## config.mk

```make
export PLATFORM = sky130hd
export DESIGN_NAME = polar_convert_arbiter
export DESIGN_NICKNAME = d
export VERILOG_FILES = /design/src/rtl/polar_convert_arbiter.sv
export SDC_FILE = /design/constraint.sdc
export NUM_CORES = 1
export LEC_CHECK = 0
export CAP_MARGIN = 20
export CORE_UTILIZATION = 30
export CTS_CLUSTER_DIAMETER = 60
export DETAILED_ROUTE_END_ITERATION = 7
export PLACE_DENSITY = 0.48
export SLEW_MARGIN = 25
export SYNTH_ARGS = -nofsm -noshare
export SYNTH_HDL_FRONTEND = slang
export SYNTH_SLANG_ARGS = --single-unit
```

## constraint.sdc

```tcl
create_clock -name clock -period 13.5 [get_ports clock]
set_clock_uncertainty 0.2 [all_clocks]
set_input_delay 2.7 -clock clock [delete_from_list [all_inputs] [get_ports clock]]
set_output_delay 2.7 -clock clock [all_outputs]
set_load 0.1 [all_outputs]
```

## src/rtl/polar_convert_arbiter.sv

```systemverilog
// Three-requester arbiter sharing one combinational polar_to_cartesian converter.
// Build option: define POLAR_ARB_ROUND_ROBIN_EN for round-robin arbitration (default: fixed priority).

// Angle index in 15 degree steps (0..11) and 8-bit radius to rounded two's-complement x/y.
module polar_to_cartesian (
  input  logic [11:0] theta_i,
  output logic [8:0]  x_o,
  output logic [8:0]  y_o,
  output logic        err_o
);

  localparam int unsigned FracW = 24;
  localparam int unsigned ProdW = 33;

  logic [3:0] angle;
  logic [7:0] radius;

  assign angle  = theta_i[11:8];
  assign radius = theta_i[7:0];

  // sin(n*15 deg) in Q24, n = 0..6
  function automatic logic [24:0] sin_coef(input logic [2:0] n);
    case (n)
      3'd0:    sin_coef = 25'd0;
      3'd1:    sin_coef = 25'd4342263;
      3'd2:    sin_coef = 25'd8388608;
      3'd3:    sin_coef = 25'd11863283;
      3'd4:    sin_coef = 25'd14529495;
      3'd5:    sin_coef = 25'd16205546;
      default: sin_coef = 25'd16777216;
    endcase
  endfunction

  // Magnitude rounded half away from zero; never exceeds 255
  function automatic logic [8:0] scale(input logic [7:0] r, input logic [24:0] c);
    logic [32:0] p;
    p = ProdW'(r) * ProdW'(c) + ProdW'(24'h800000);
    scale = 9'(p >> FracW);
  endfunction

  always_comb begin
    x_o   = 9'd0;
    y_o   = 9'd0;
    err_o = 1'b0;
    if (angle > 4'd11) begin
      err_o = 1'b1;
    end else if (angle <= 4'd6) begin
      x_o = scale(radius, sin_coef(3'(4'd6 - angle)));
      y_o = scale(radius, sin_coef(angle[2:0]));
    end else begin
      x_o = 9'd0 - scale(radius, sin_coef(3'(angle - 4'd6)));
      y_o = scale(radius, sin_coef(3'(4'd12 - angle)));
    end
  end

endmodule

module polar_convert_arbiter #(
  parameter int unsigned SETTLE_CYCLES = 2
) (
  input  logic        clock,
  input  logic        reset,
  input  logic [2:0]  req,
  input  logic [11:0] r_theta0,
  input  logic [11:0] r_theta1,
  input  logic [11:0] r_theta2,
  output logic [2:0]  grant,
  output logic        busy,
  output logic        out_valid,
  output logic [8:0]  out_x,
  output logic [8:0]  out_y,
  output logic [1:0]  out_tag,
  output logic        out_err
);

  localparam int unsigned CntW = 4;
  localparam logic [CntW-1:0] CntLast = CntW'(SETTLE_CYCLES - 1);

  typedef enum logic [0:0] {IDLE, SETTLE} state_t;

  state_t          state_q, state_d;
  logic [CntW-1:0] cnt_q, cnt_d;
  logic [11:0]     operand_q, operand_d;
  logic [1:0]      tag_q, tag_d;
  logic [2:0]      grant_q, grant_d;
  logic            busy_q, busy_d;
  logic            valid_q, valid_d;
  logic [8:0]      x_q, x_d, y_q, y_d;
  logic [1:0]      out_tag_q, out_tag_d;
  logic            err_q, err_d;

  logic        any_req;
  logic [1:0]  sel_idx;
  logic [11:0] sel_theta;
  logic [8:0]  conv_x, conv_y;
  logic        conv_err;

  polar_to_cartesian u_conv (
    .theta_i (operand_q),
    .x_o     (conv_x),
    .y_o     (conv_y),
    .err_o   (conv_err)
  );

`ifdef POLAR_ARB_ROUND_ROBIN_EN
  logic [1:0] ptr_q, ptr_d;

  // Search from the requester after the last grant; lowest offset wins
  always_comb begin : arb
    logic [1:0] start;
    logic [2:0] sum;
    any_req = 1'b0;
    sel_idx = 2'd0;
    start   = (ptr_q == 2'd2) ? 2'd0 : ptr_q + 2'd1;
    sum     = 3'd0;
    for (int i = 2; i >= 0; i--) begin
      sum = {1'b0, start} + 3'(i);
      if (sum >= 3'd3) sum = sum - 3'd3;
      if (req[sum[1:0]]) begin
        any_req = 1'b1;
        sel_idx = sum[1:0];
      end
    end
  end
`else
  always_comb begin : arb
    any_req = |req;
    sel_idx = 2'd0;
    if (req[0])      sel_idx = 2'd0;
    else if (req[1]) sel_idx = 2'd1;
    else if (req[2]) sel_idx = 2'd2;
  end
`endif

  always_comb begin
    case (sel_idx)
      2'd0:    sel_theta = r_theta0;
      2'd1:    sel_theta = r_theta1;
      default: sel_theta = r_theta2;
    endcase
  end

  always_comb begin
    state_d   = state_q;
    cnt_d     = cnt_q;
    operand_d = operand_q;
    tag_d     = tag_q;
    grant_d   = 3'b000;
    valid_d   = 1'b0;
    x_d       = x_q;
    y_d       = y_q;
    out_tag_d = out_tag_q;
    err_d     = err_q;
`ifdef POLAR_ARB_ROUND_ROBIN_EN
    ptr_d     = ptr_q;
`endif
    case (state_q)
      IDLE: begin
        if (any_req) begin
          operand_d = sel_theta;
          tag_d     = sel_idx;
          grant_d   = 3'b001 << sel_idx;
          cnt_d     = '0;
          state_d   = SETTLE;
`ifdef POLAR_ARB_ROUND_ROBIN_EN
          ptr_d     = sel_idx;
`endif
        end
      end
      SETTLE: begin
        cnt_d = cnt_q + CntW'(1);
        if (cnt_q == CntLast) begin
          x_d       = conv_x;
          y_d       = conv_y;
          err_d     = conv_err;
          out_tag_d = tag_q;
          valid_d   = 1'b1;
          state_d   = IDLE;
        end
      end
      default: state_d = IDLE;
    endcase
    busy_d = (state_d != IDLE);
  end

  always_ff @(posedge clock) begin
    if (reset) begin
      state_q   <= IDLE;
      cnt_q     <= '0;
      operand_q <= '0;
      tag_q     <= '0;
      grant_q   <= '0;
      busy_q    <= 1'b0;
      valid_q   <= 1'b0;
      x_q       <= '0;
      y_q       <= '0;
      out_tag_q <= '0;
      err_q     <= 1'b0;
`ifdef POLAR_ARB_ROUND_ROBIN_EN
      ptr_q     <= 2'd2;
`endif
    end else begin
      state_q   <= state_d;
      cnt_q     <= cnt_d;
      operand_q <= operand_d;
      tag_q     <= tag_d;
      grant_q   <= grant_d;
      busy_q    <= busy_d;
      valid_q   <= valid_d;
      x_q       <= x_d;
      y_q       <= y_d;
      out_tag_q <= out_tag_d;
      err_q     <= err_d;
`ifdef POLAR_ARB_ROUND_ROBIN_EN
      ptr_q     <= ptr_d;
`endif
    end
  end

  assign grant     = grant_q;
  assign busy      = busy_q;
  assign out_valid = valid_q;
  assign out_x     = x_q;
  assign out_y     = y_q;
  assign out_tag   = out_tag_q;
  assign out_err   = err_q;

endmodule

```

; After elaboration in Yosys (flattened, before gate mapping)
; Index checks and enable logic that the tools add are counted.
[word_totals]
regBits = 44
output_inout_bits = 26
input_bits = 41
elab_cells = 88
[op_classes]
shifts = 1
muxes = 27
order_cmp = 2
n_mul = 4
n_eq_ne = 23
n_addsub = 9
bitwise_logic = 2
n_reduce_logical = 10
[ops]
columns = operator, count
row1 = 25-bit one-hot mux with 6 select lines, 4
row2 = 25-bit 2-to-1 mux, 8
row3 = "33-bit by 24-bit adder with 33-bit output, second input constant", 4
row4 = 8-bit by 25-bit multiplier with 33-bit output, 4
row5 = 9-bit 2-to-1 mux, 4
row6 = "3-bit by 2-bit equality test with 1-bit output, second input constant", 8
row7 = "3-bit equality test, second input constant", 8
row8 = 12-bit one-hot mux with 2 select lines, 1
row9 = "3-bit by 1-bit equality test with 1-bit output, second input constant", 4
row10 = 3-bit zero test, 4
row11 = "1-bit by 9-bit subtractor with 9-bit output, first input constant", 1
row12 = 4-bit one-hot mux with 2 select lines, 1
row13 = 2-bit 2-to-1 mux, 3
row14 = 3-bit OR reduction, 2
row15 = "3-bit subtractor, first input constant", 2
row16 = "4-bit by 1-bit adder with 4-bit output, second input constant", 1
row17 = "4-bit by 1-bit equality test with 1-bit output, second input constant", 1
row18 = "4-bit > comparator, second input constant", 1
row19 = "4-bit by 3-bit <= comparator with 1-bit output, second input constant", 1
row20 = 1-bit 2-to-1 mux, 4
row21 = 4-bit 2-to-1 mux, 1
row22 = 2-bit AND reduction, 2
row23 = "1-bit by 2-bit << shifter with 3-bit output, first input constant", 1
row24 = "3-bit subtractor, second input constant", 1
row25 = 6 further kinds, 7

; Logic depth before layout (Yosys ltp)
[logic_depth]
ltp_word = 10
mapped_depth = 31
depth_no_buf = 28

; Cells and area by module
; Synthesis repeated with hierarchy kept, for this count alone.
[unflattened]
hier_cells = 2718
area_unflattened_um2 = 24105.6
[modules_own_cells]
columns = module, cells_per_inst, instances, area_each_um2, seq_area_each_um2
row1 = polar_to_cartesian, 2525, 1, 22203.8, 0.0
row2 = polar_convert_arbiter, 193, 1, 1901.8, 880.8

; Worst setup path after synthesis
; OpenSTA, ideal clock, no wires.
[synth_path]
path_type = register to register
start = reg operand_q[10]
end = reg x_q[8], in the netlist out_x[8]
synth_period_minus_slack_ns = 7.583
required_time_ns = 13.173
n_path_buf = 3
setup_ns = 0.127
arrival_time_ns = 7.256
path_slack_ns = 5.917
stages_incl_launch_ff = 28
cell_sequence = dfxtp_1 > buf_1 > inv_1 > buf_1 > ha_1 > a211oi_1 > nor2b_1 > and2_1 > inv_1 > fa_1 > fa_1 > fa_1 > inv_1 > fa_1 > ha_1 > and3_1 > buf_6 > nand4_1 > and4bb_4 > nor3_1 > o21bai_1 > xnor2_1 > ha_1 > nand3b_4 > or2_4 > a221oi_2 > a2111oi_1 > or3_1
[synth_via]
elab_chain_len = 10
elab_cells_between_ends = 29
cone_classes = add/sub (5) / mul (2) / order compare (2) / eq/ne (10) / mux (8) / reduce/logical (2)
[synth_rtl]
columns = item, line
row1 = start: declaration, 83  ; logic [11:0] operand_q, operand_d;
row2 = start signal: assignment, 205  ; operand_q <= operand_d;
row3 = 3-bit subtractor, 51  ; x_o = 9'd0 - scale(radius, sin_coef(3'(angle - 4'd6)));
row4 = "3-bit equality test, or another cell as far along", 23  ; case (n)
row5 = 25-bit one-hot mux with 6 select lines, 23
row6 = 25-bit 2-to-1 mux, 47  ; end else if (angle <= 4'd6) begin
row7 = 25-bit 2-to-1 mux, 45  ; if (angle > 4'd11) begin
row8 = 8-bit by 25-bit multiplier with 33-bit output, 37  ; p = ProdW'(r) * ProdW'(c) + ProdW'(24'h800000);
row9 = 33-bit by 24-bit adder with 33-bit output, 37
row10 = 1-bit by 9-bit subtractor with 9-bit output, 51
row11 = 9-bit 2-to-1 mux, 47
row12 = 9-bit 2-to-1 mux *, 45
row13 = end signal: assignment, 195  ; x_q <= '0;
row14 = end signal: assignment, 210  ; x_q <= x_d;
row15 = end: declaration, 88  ; logic [8:0] x_q, x_d, y_q, y_d;
; Mark *: on every way between the ends. The rest lies on a longest branch, timed or not. The select of a mux whose other input is x is not followed.
; A chain may end at the register's enable or synchronous reset.

; Final worst setup path
; Same ends and word-level chain as after synthesis.

==> results.md <==
* Fmax at 0.115 GHz
* Top cell type's share of synthesized area at 0.427
* Largest net degree at the start of global routing at 46
* Run status: complete, no violations
* RSZ-0062 raised after global routing: false
* Area grow syn2layout at 8.32%
* Antenna viol nets, final at 0
* Crit Path Max Fanout at 21
* Crit path capture type: flip-flop
* IO Pins at 67
* Final Hold Viols at 0
* Slew @ Worst Pin at 1.04 ns
* Cell taking the most area after synthesis: fa_1
* Final core occ at 0.328
* Total CTS buffers at 5
* Count leader, synth: inv_1
* First-pass GRT wire length at 106000 µm
* CTS tree: done
* CTS Buffer Depth at 2
* Final worst-path cycle share at 0.642
* Diode count at 0
* Via count at 17100
* Hpwl dp at 56200 µm
* Gr ovfl total at 0
* Synthesized flop and latch total at 44
* Seq/Total Area, Yosys at 0.0369
* Minimum clock period at 8.66 ns
* Unique masters post-synth at 74
* Ys Warns at 0
* Clk sinks at 44
* Sum Neg Setup Slack at 0 ns
* Core Area at 78900 µm²
* Via density at 4.53
* Synth Instances at 2721
* Startpoint types: flip-flop
* Starting Density at 0.303
* I/O Buffers at 66
* DRC marker count from the first detailed-route iteration at 832
* Vias in the first global route at 18600
* Final WL at 65200 µm
* Syn_area_per_cell at 8.78 µm²
* Clock transition at the registers of the reported paths at 0.08 ns
* Slew Viols, Final at 0
* H-tree Lvls at 2
* WP data arrival at 8.66 ns
* Initial antenna violation count at 0
* Tot GR Track Use at 0.168
* Leakage Power at 14.1 nW
* Post-synth design cell area at 23900 µm²
* Ys async rst share at 0
* Synth Net Count at 3587
* Hold-fix buffers, CTS at 0
* Crit path max-delay cell type: a211oi_1
* Max VDD drop at 46.8 µV
* Share of layout cells above drive strength 1 at 0.0304
* Post-route DRC at 0
* Die height at 284 µm
* Top cells by count, synth: inv_1, fa_1, ha_1, nand2_1, and2_1
* CTS Root Cell: clkbuf_16
* Setup Viol. Count Final at 0
* Avg WL per Cell at 17.2 µm
* NumNets Final at 3596
* Synth Flop Type: dfxtp_1
* Row cnt at 103
* Kind of critical path: reg2reg
* CP peak stage delay at 0.89 ns
* Die ar. at 80800 µm²
* Crit path required time at 13.50 ns
* Cts repair resizes at 0
* Synth area leaders: fa_1, ha_1, inv_1
* Cell Chain, Critical Path: inv_1 > ha_1 > a211oi_1 > nor2b_1 > and2_1 > inv_1 > fa_1 > fa_1 > fa_1 > inv_1 > fa_1 > ha_1 > and3_1 > and4_1 > a221oi_1 > inv_1 > or3_4 > a2111oi_1 > a31oi_1 > or2_4 > a221oi_2 > a2111oi_1 > or3_1
* HP Class: reg2reg
* Die W at 284 µm
* Pwr Density at 40.1 nW/µm²
* TritonRoute pass-1 iters at 5
* Gp weighted congestion at 0.856
* Max Cap Violations at 0
* Headroom to the max-slew limit at 0.303
* Post-synth EDFFs at 0
* # Post-CTS Setup Buffers at 0
* Worst-Skew Late Latency at 0.32 ns
-- sequential cells by signal, indices dropped and copies added (netlist names) --
register and count:
cnt_q 4, operand_q 12, out_err 1, out_y 9, busy 1, out_tag 2
tag_q 2, out_x 9, out_valid 1, grant 3
-- area by class of cell --
type,count,area (µm²)
Fill cell,8442,53000
Tap cell,1050,1310
Multi-Input combinational cell,1816,19800
Sequential cell,44,891
Inverter,775,2910
Clock buffer,5,125
Clock inverter,3,42.5
Timing Repair Buffer,88,826
-- metal layers --
metal  track usage  share of wire
met5             0              0
met2         0.275           0.46
met3        0.0191          0.046
met4        0.0372          0.023
met1         0.237           0.47
-- worst max-delay path, delay by kind of cell (launching register included) --
family	cells	cell delay (ns)
adders and majority gates	6	2.88
buffers and inverters	4	0.64
AOI/OAI and AO/OA	6	2.14
DFF	1	0.32
and+or+nand+nor	7	2.36
-- cell families after synthesis --
logic type               Yosys count  share of synthesized area
buffers and inverters            861                      0.136
adder cells (fa/ha/maj)          825                      0.592
AND/OR/NAND/NOR                  658                      0.139
AO/OA/AOI/OAI                    279                     0.0756
XOR/XNOR                          48                     0.0176
flip-flops                        44                     0.0369
multiplexers                       6                    0.00251
-- power breakdown --
group | leakage, nW | internal, mW | switching [mW]
Sequential | 0.361 | 0.136 | 0.0112
Combinational | 13.6 | 0.283 | 0.460
Clock | 0.0798 | 0.0872 | 0.0614
Total | 14.1 | 0.506 | 0.532
-- per-stage QoR --
stage	cells	total power [mW]	hold WS (ns)	worst slack [ns]	instance area, µm²
after floorplan	2721	0.683	0.232	5.92	23900
after global placement	3773	0.898	0.249	5.12	25700
after detailed placement	3773	0.897	0.250	4.92	25700
after CTS	3781	1.06	0.262	4.92	25900
after global routing	3781	1.17	0.287	4.34	25900
final	3781	1.04	0.261	4.84	25900
-- path summary, 6_finish.rpt --
path,start,to,slack (ns),cells after the start
min,tag_q[0],out_tag[0],0.26,2
max,operand_q[10],out_x[8],4.84,23
max reg2reg,operand_q[10],out_x[8],4.84,23
min reg2reg,tag_q[0],out_tag[0],0.26,2
-- cells in the final DEF, fill, tap and decap left out, types with 3 or more instances in the layout --
cell             count
a211o_1              4
a211oi_1            10
a21o_1              31
a21oi_1             80
a221oi_1             4
a22oi_1             23
a31o_2               4
a31oi_1              5
and2_1             149
and3_1              44
and4_1               9
buf_4               22
clkbuf_16            5
clkdlybuf4s50_1     66
dfxtp_1             36
dfxtp_2              8
fa_1               509
ha_1               316
inv_1              775
mux2i_1              6
nand2_1            247
nand2b_1             9
nand3_1             21
nand3b_1             5
nand4_1              8
nor2_1              81
nor2b_1             23
nor3_1              16
nor3b_1              4
o211ai_1             4
o21a_1               8
o21ai_0             63
o21ai_1              3
o21bai_1            13
or2_2               23
xnor2_1             27
xor2_1              21
(Power assumes the default switching activity.)
